--- config.mk ---
export PLATFORM = sky130hd
export DESIGN_NAME = ps2_scancode_decoder_flat
export DESIGN_NICKNAME = d
export VERILOG_FILES = /design/src/rtl/ps2_scancode_decoder_if.sv /design/src/rtl/ps2_scancode_decoder.sv /design/src/flat_wrapper.sv
export SDC_FILE = /design/constraint.sdc
export NUM_CORES = 1
export LEC_CHECK = 0
export CAP_MARGIN = 5
export CORE_ASPECT_RATIO = 0.7
export CORE_MARGIN = 2
export CORE_UTILIZATION = 55
export DETAILED_ROUTE_END_ITERATION = 8
export GPL_ROUTABILITY_DRIVEN = 0
export GPL_TIMING_DRIVEN = 0
export PLACE_DENSITY = 0.87
export SLEW_MARGIN = 15
export SYNTH_ARGS = -nofsm -noshare
export SYNTH_HDL_FRONTEND = slang
export SYNTH_SLANG_ARGS = --single-unit
--- constraint.sdc ---
create_clock -name clk -period 3.1 [get_ports clk]
set_input_delay 0.62 -clock clk [delete_from_list [all_inputs] [get_ports clk]]
set_output_delay 0.62 -clock clk [all_outputs]
set_load 0.01 [all_outputs]
--- src/rtl/ps2_scancode_decoder_if.sv ---
// Byte-pop link between the ps2_keyboard FIFO and the scan-code decoder.
// master: FIFO side, drives head byte (data) and non-empty flag (ready).
// slave: decoder side, drives the active-low pop strobe (nextdata_n).
interface ps2_scancode_decoder_if;
    logic [7:0] data;
    logic       ready;
    logic       nextdata_n;

    modport master (output data, output ready, input nextdata_n);
    modport slave  (input data, input ready, output nextdata_n);
endinterface

--- src/rtl/ps2_scancode_decoder.sv ---
// Set-2 scan-code decoder: pops FIFO bytes, tracks E0/F0 prefixes, publishes held key.
// Latency: one byte per 3 cycles (IDLE->POP->DECODE); outputs register one cycle after DECODE.
// Backpressure: never pops while ready is low; the pop strobe lasts exactly one cycle.
// Ports: clk, clrn (sync active-low), bus (slave: data/ready in, nextdata_n out),
//   key_code/key_ext/ascii/key_valid (held key), press/key_release (1-cycle pulses),
//   key_count (presses since reset, wraps modulo 2^COUNT_W).
module ps2_scancode_decoder #(
    parameter int COUNT_W = 8
) (
    input  logic                      clk,
    input  logic                      clrn,
    ps2_scancode_decoder_if.slave     bus,
    output logic [7:0]                key_code,
    output logic                      key_ext,
    output logic [7:0]                ascii,
    output logic                      key_valid,
    output logic                      press,
    output logic                      key_release,
    output logic [COUNT_W-1:0]        key_count
);

    typedef enum logic [1:0] {IDLE, POP, DECODE} state_t;

    state_t     state_q, state_d;
    logic [7:0] byte_r;
    logic       ext_f, brk_f;

    logic pop_start, set_ext, set_brk, code_byte, held_hit, do_press, do_release;

    function automatic logic [7:0] lut(input logic [7:0] c, input logic e);
        logic [7:0] a;
        a = 8'h00;
        if (!e) begin
            case (c)
                8'h1C: a = 8'h61; 8'h32: a = 8'h62; 8'h21: a = 8'h63; 8'h23: a = 8'h64;
                8'h24: a = 8'h65; 8'h2B: a = 8'h66; 8'h34: a = 8'h67; 8'h33: a = 8'h68;
                8'h43: a = 8'h69; 8'h3B: a = 8'h6A; 8'h42: a = 8'h6B; 8'h4B: a = 8'h6C;
                8'h3A: a = 8'h6D; 8'h31: a = 8'h6E; 8'h44: a = 8'h6F; 8'h4D: a = 8'h70;
                8'h15: a = 8'h71; 8'h2D: a = 8'h72; 8'h1B: a = 8'h73; 8'h2C: a = 8'h74;
                8'h3C: a = 8'h75; 8'h2A: a = 8'h76; 8'h1D: a = 8'h77; 8'h22: a = 8'h78;
                8'h35: a = 8'h79; 8'h1A: a = 8'h7A;
                8'h45: a = 8'h30; 8'h16: a = 8'h31; 8'h1E: a = 8'h32; 8'h26: a = 8'h33;
                8'h25: a = 8'h34; 8'h2E: a = 8'h35; 8'h36: a = 8'h36; 8'h3D: a = 8'h37;
                8'h3E: a = 8'h38; 8'h46: a = 8'h39;
                8'h29: a = 8'h20; 8'h5A: a = 8'h0D; 8'h66: a = 8'h08;
                default: a = 8'h00;
            endcase
        end
        return a;
    endfunction

    // State register
    always_ff @(posedge clk) begin
        if (!clrn) state_q <= IDLE;
        else       state_q <= state_d;
    end

    // Next-state logic
    always_comb begin
        state_d = state_q;
        case (state_q)
            IDLE:    if (bus.ready) state_d = POP;
            POP:     state_d = DECODE;
            DECODE:  state_d = IDLE;
            default: state_d = IDLE;
        endcase
    end

    // Output/action decode
    always_comb begin
        pop_start  = (state_q == IDLE) && bus.ready;
        set_ext    = (state_q == DECODE) && (byte_r == 8'hE0);
        set_brk    = (state_q == DECODE) && (byte_r == 8'hF0);
        code_byte  = (state_q == DECODE) && (byte_r != 8'hE0) && (byte_r != 8'hF0);
        // Same code and same E0-ness as the held key.
        held_hit   = key_valid && (byte_r == key_code) && (ext_f == key_ext);
        // A make of the already-held key is typematic repeat and is swallowed.
        do_press   = code_byte && !brk_f && !held_hit;
        do_release = code_byte &&  brk_f &&  held_hit;
    end

    // Datapath and registered outputs
    always_ff @(posedge clk) begin
        if (!clrn) begin
            bus.nextdata_n <= 1'b1;
            byte_r         <= 8'h00;
            ext_f          <= 1'b0;
            brk_f          <= 1'b0;
            key_code       <= 8'h00;
            key_ext        <= 1'b0;
            ascii          <= 8'h00;
            key_valid      <= 1'b0;
            press          <= 1'b0;
            key_release    <= 1'b0;
            key_count      <= '0;
        end else begin
            bus.nextdata_n <= !pop_start;
            if (pop_start) byte_r <= bus.data;

            if (set_ext) ext_f <= 1'b1;
            if (set_brk) brk_f <= 1'b1;
            if (code_byte) begin
                ext_f <= 1'b0;
                brk_f <= 1'b0;
            end

            press       <= do_press;
            key_release <= do_release;

            if (do_press) begin
                key_code  <= byte_r;
                key_ext   <= ext_f;
                ascii     <= lut(byte_r, ext_f);
                key_valid <= 1'b1;
                key_count <= key_count + COUNT_W'(1);
            end
            // The released key's code/ext/ascii stay visible for the display.
            if (do_release) key_valid <= 1'b0;
        end
    end

endmodule
--- src/flat_wrapper.sv ---
// flat-port wrapper written by rule: the top's interface ports become plain ports
module ps2_scancode_decoder_flat 
#(
    parameter int COUNT_W = 8
)
  (clk, clrn, key_code, key_ext, ascii, key_valid, press, key_release, key_count, bus_data, bus_ready, bus_nextdata_n);
  ps2_scancode_decoder_if bus_i ();
  input  logic clk;
  input  logic clrn;
  output logic [7:0] key_code;
  output logic key_ext;
  output logic [7:0] ascii;
  output logic key_valid;
  output logic press;
  output logic key_release;
  output logic [COUNT_W-1:0] key_count;
  input wire logic [$bits(bus_i.data)-1:0] bus_data;
  input wire logic [$bits(bus_i.ready)-1:0] bus_ready;
  output wire logic [$bits(bus_i.nextdata_n)-1:0] bus_nextdata_n;
  assign bus_i.data = bus_data;
  assign bus_i.ready = bus_ready;
  assign bus_nextdata_n = bus_i.nextdata_n;
  ps2_scancode_decoder #(.COUNT_W(COUNT_W)) u_core (.clk(clk), .clrn(clrn), .bus(bus_i), .key_code(key_code), .key_ext(key_ext), .ascii(ascii), .key_valid(key_valid), .press(press), .key_release(key_release), .key_count(key_count));
endmodule
==> impl_metrics.py <==
metrics = {
    "global_routing": {
        "globalRoute.totalOverflow": 0,
        "maximum_number_of_pins_on_one_net_before_global_route_repair": 16,
        "vias_in_the_first_global_route": 3213,
        "grt_antenna_before_repair": 0,
        "globalRouteTotalUtil": 0.316,
        "first_pass_grt_wire_length_um": 16000,
    },
    "clocking": {
        "cts.path.max_buffers": 2,
        "cts-htree-levels": 2,
        "cts_tree": "yes",
        "cts_inserted_buffers": 5,
        "clock-sinks": 47,
        "ctsRootBufferMaster": "sky130_fd_sc_hd__clkbuf_8",
        "cts.clk_slew.worst_paths_ns": 0.09,
        "ctsHoldBuffers": 0,
        "clock_latency_ns": 0.30,
    },
    "setup_path": {
        "cp-end-kind": "flip-flop",
        "critical-path-slowest-cell": "sky130_fd_sc_hd__clkdlybuf4s50_1",
        "critical_path.cell_chain": "clkdlybuf4s50_1 > nor3b_2 > buf_6 > mux2i_4 > buf_6 > ha_1 > or3_1 > a32oi_1 > o21ai_0 > o211ai_1",
        "timing.critical_path.depth": 10,
        "critical_path.reg2reg.startpoint": "u_core.state_q[0]",
        "cp_max_fo": 10,
        "worst-setup-path-type": "in2reg",
        "critical-path-top-cell-by-count": "sky130_fd_sc_hd__buf_6",
        "cp_max_stage_delay_ns": 0.50,
        "critical_path.n_buffers_inverters": 3,
        "rr_worst_depth": 9,
        "timing.critical_path.required_ns": 3.31,
        "cp_data_arrival_time_ns": 3.27,
        "cp-startpoint": "bus_ready",
        "crit_path_start_kind": "input port",
        "rrSetupSlack_ns": 0.48,
        "critical-path-top-delay-family": "buffers and inverters",
    },
    "detailed_routing": {
        "total_length_of_routed_wires_um": 9930,
        "drt-wirelength-per-cell_um": 19.7,
        "post-route-drc-count": 0,
        "antenna_violating_nets_left": 0,
        "routed-via-count": 3394,
        "detailed_routing_iteration_count_for_the_pre_antenna_repair_pass": 6,
        "routed_via_density": 6.75,
        "detailed_route_iter0_violations": 600,
    },
    "hold_path": {
        "worstHoldPathType": "reg2reg",
    },
    "layout": {
        "layout-drive-gt1-share": 0.138,
        "area_delta_synth_final_pct": 19.3,
        "final_common_cell": "sky130_fd_sc_hd__dfxtp_1",
        "final_net_count": 445,
        "post-route-cell-area_um2": 3850,
        "final.fill_count": 464,
        "layout_common_cells": "47 x sky130_fd_sc_hd__dfxtp_1, 36 x sky130_fd_sc_hd__clkdlybuf4s50_1, 35 x sky130_fd_sc_hd__nand2_1",
        "antenna_fix_cells": 0,
    },
    "timing": {
        "final_period_minus_worst_setup_slack_ns": 3.05,
        "worst-slew-pin-transition_ns": 0.728,
        "fraction_of_the_cycle_the_final_worst_path_needs": 0.985,
        "postLayoutSetupSlackWorst_ns": 0.0456,
        "setup_tns_ns": 0,
        "worst_hold_slack_ns": 0.457,
        "fmax_ghz": 0.327,
        "timing.slew.headroom": 0.502,
        "finClkSkew_ns": 0.00532,
        "hold_viol_final": 0,
        "number_of_slew_limit_violations_in_the_final_report": 0,
        "rsz0062_at_grt": "false",
        "final-setup-viol-count": 0,
    },
    "synthesis": {
        "syn_inst": 385,
        "share_of_async_settable_or_async_resettable_flops_after_synthesis": 0,
        "post_synth.cell_area_avg_um2": 8.39,
        "yosys.area.top_type": "sky130_fd_sc_hd__dfxtp_1",
        "yosys_most_used_dff": "sky130_fd_sc_hd__dfxtp_1",
        "warnings_synthesis": 0,
        "syn-cell-area_um2": 3230,
        "post_synth_edffs": 0,
        "synth.distinct_cells": 71,
        "synth_area_leaders": "sky130_fd_sc_hd__dfxtp_1 29%, sky130_fd_sc_hd__mux2i_1 6.8%, sky130_fd_sc_hd__nand2_1 4.1%, sky130_fd_sc_hd__a21oi_1 3.6%, sky130_fd_sc_hd__nand3b_1 3.5%",
        "synthesis.nets": 403,
        "synth.ff_latch_count": 47,
        "yosys.area.top_type_share": 0.291,
        "proportion_of_synthesized_chip_area_in_sequential_cells": 0.291,
    },
    "power": {
        "pwr-share-clk": 0.311,
        "p_leak_nw": 1.39,
        "pwr-share-seq": 0.445,
        "intPower_mw": 1.00,
        "power.switching_mw": 0.439,
        "pwr-share-comb": 0.244,
        "switching_share": 0.305,
        "ir_drop_mv": 0.217,
        "power-per-cell-area_nw_per_um2": 374,
    },
    "floorplan": {
        "fp.coreArea_um2": 5700,
        "rows": 23,
        "die_w_um": 95.6,
        "io-pin-count": 40,
        "die_height_um": 68.1,
        "dieArea_um2": 6510,
        "initial_utilization": 0.567,
    },
    "placed_design": {
        "io_buffer_count": 36,
        "dp_hpwl_um": 7110,
        "post_dp_cell_area_um2": 3680,
        "dp_worst_setup_slack_ns": -0.656,
    },
    "run": {
        "drv.max_cap_violation_count": 0,
    },
    "run_status": {
        "status": "finished clean",
    },
}
## worst register-to-register path: stages (launching register included)
cell,delay [ns]
sky130_fd_sc_hd__dfxtp_1,0.36
sky130_fd_sc_hd__nor3b_2,0.21
sky130_fd_sc_hd__buf_6,0.19
sky130_fd_sc_hd__mux2i_4,0.32
sky130_fd_sc_hd__buf_6,0.19
sky130_fd_sc_hd__ha_1,0.29
sky130_fd_sc_hd__or3_1,0.39
sky130_fd_sc_hd__a32oi_1,0.20
sky130_fd_sc_hd__o21ai_0,0.19
sky130_fd_sc_hd__o211ai_1,0.20
## synth_stat cells (2+ instances only)
library cell,count
sky130_fd_sc_hd__dfxtp_1,47
sky130_fd_sc_hd__nand2_1,35
sky130_fd_sc_hd__nor2_1,28
sky130_fd_sc_hd__a21oi_1,23
sky130_fd_sc_hd__mux2i_1,22
sky130_fd_sc_hd__inv_1,15
sky130_fd_sc_hd__nand3b_1,15
sky130_fd_sc_hd__nand3_1,12
sky130_fd_sc_hd__clkbuf_1,11
sky130_fd_sc_hd__nand4b_1,11
sky130_fd_sc_hd__nand2b_1,10
sky130_fd_sc_hd__o21ai_0,10
sky130_fd_sc_hd__a211oi_1,9
sky130_fd_sc_hd__xnor2_1,9
sky130_fd_sc_hd__buf_6,8
sky130_fd_sc_hd__mux2_2,8
sky130_fd_sc_hd__or3_1,8
sky130_fd_sc_hd__ha_1,7
sky130_fd_sc_hd__buf_2,6
sky130_fd_sc_hd__nand4_1,6
sky130_fd_sc_hd__nor3_1,6
sky130_fd_sc_hd__a22oi_1,4
sky130_fd_sc_hd__buf_4,4
sky130_fd_sc_hd__nor4bb_1,4
sky130_fd_sc_hd__a31oi_1,3
sky130_fd_sc_hd__buf_1,3
sky130_fd_sc_hd__o211ai_1,3
sky130_fd_sc_hd__o32ai_1,3
sky130_fd_sc_hd__a2111oi_0,2
sky130_fd_sc_hd__a211o_1,2
sky130_fd_sc_hd__a32oi_1,2
sky130_fd_sc_hd__and2_1,2
sky130_fd_sc_hd__and3_1,2
sky130_fd_sc_hd__inv_2,2
sky130_fd_sc_hd__mux2_4,2
sky130_fd_sc_hd__nor3b_1,2
sky130_fd_sc_hd__nor4_1,2
sky130_fd_sc_hd__nor4b_1,2
sky130_fd_sc_hd__o31ai_1,2
sky130_fd_sc_hd__or4_1,2
## layout make-up
class / instances / area (um2) / area share
Multi-Input combinational cell: 287 / 2060 / 0.536
Sequential cell: 47 / 941 / 0.244
Timing Repair Buffer: 36 / 360 / 0.0935
Buffer: 32 / 210 / 0.0546
Tap cell: 75 / 93.8 / 0.0244
Inverter: 18 / 70.1 / 0.0182
Clock buffer: 5 / 68.8 / 0.0179
Clock inverter: 3 / 43.8 / 0.0114
## worst min-delay path by stage
stage,endpoint,slack (ns),from,cells after the start
6_report,u_core.ascii[3],0.46,u_core.ascii[3],2
5_1_grt,u_core.ascii[4],0.50,u_core.ascii[4],2
4_1_cts,u_core.ascii[3],0.47,u_core.ascii[3],2
3_5_place_dp,u_core.ascii[4],0.45,u_core.ascii[4],2
3_3_place_gp,u_core.ascii[5],0.45,u_core.ascii[5],2
2_1_floorplan,u_core.ascii[0],0.46,flip-flop,2
## logic make-up (layout without fill, tap and decap cells)
family | count (synthesis) | after routing | share of synthesized area
DFF | 47 | 47 | 0.291
buffers and inverters | 51 | 94 | 0.0860
xor gates and xnor gates | 10 | 10 | 0.0271
other | 1 | 1 | 0.00116
and+or+nand+nor | 156 | 156 | 0.281
adders and majority gates | 7 | 7 | 0.0271
AOI/OAI and AO/OA | 81 | 81 | 0.181
muxes | 32 | 32 | 0.105
## stage by stage
stage               std cells   util  power, mW
floorplan                 385      -      0.880
global placement          496  0.646      0.967
detailed placement        496  0.646      0.977
CTS                       504  0.672       1.42
global route              503  0.676       1.49
finish                    503  0.676       1.44
## power by group through the flow
stage / Sequential [mW] / Combinational (mW) / Clock [mW]
floorplan: 0.650 / 0.230 / 0
global placement: 0.654 / 0.314 / 0
detailed placement: 0.654 / 0.322 / 0
global route: 0.643 / 0.370 / 0.480
finish: 0.642 / 0.351 / 0.448
CTS: 0.640 / 0.328 / 0.451
## repair_timing
action,in CTS,in global routing
endpoints found under the setup margin,3,6
resized for setup,8,8
hold endpoints to repair,0,0
pin swaps,1,0
setup buffers,0,0
## per-layer routing
layer	part of all wire	routed length, um	global-route usage	vias up
li1	-	-	-	1487
met1	0.40	4010	0.430	1559
met2	0.41	4030	0.462	274
met3	0.15	1470	0.106	74
met4	0.042	420	0.118	0
met5	0	0	0.0250	-
No activity file was read; power rests on OpenSTA's default activity.
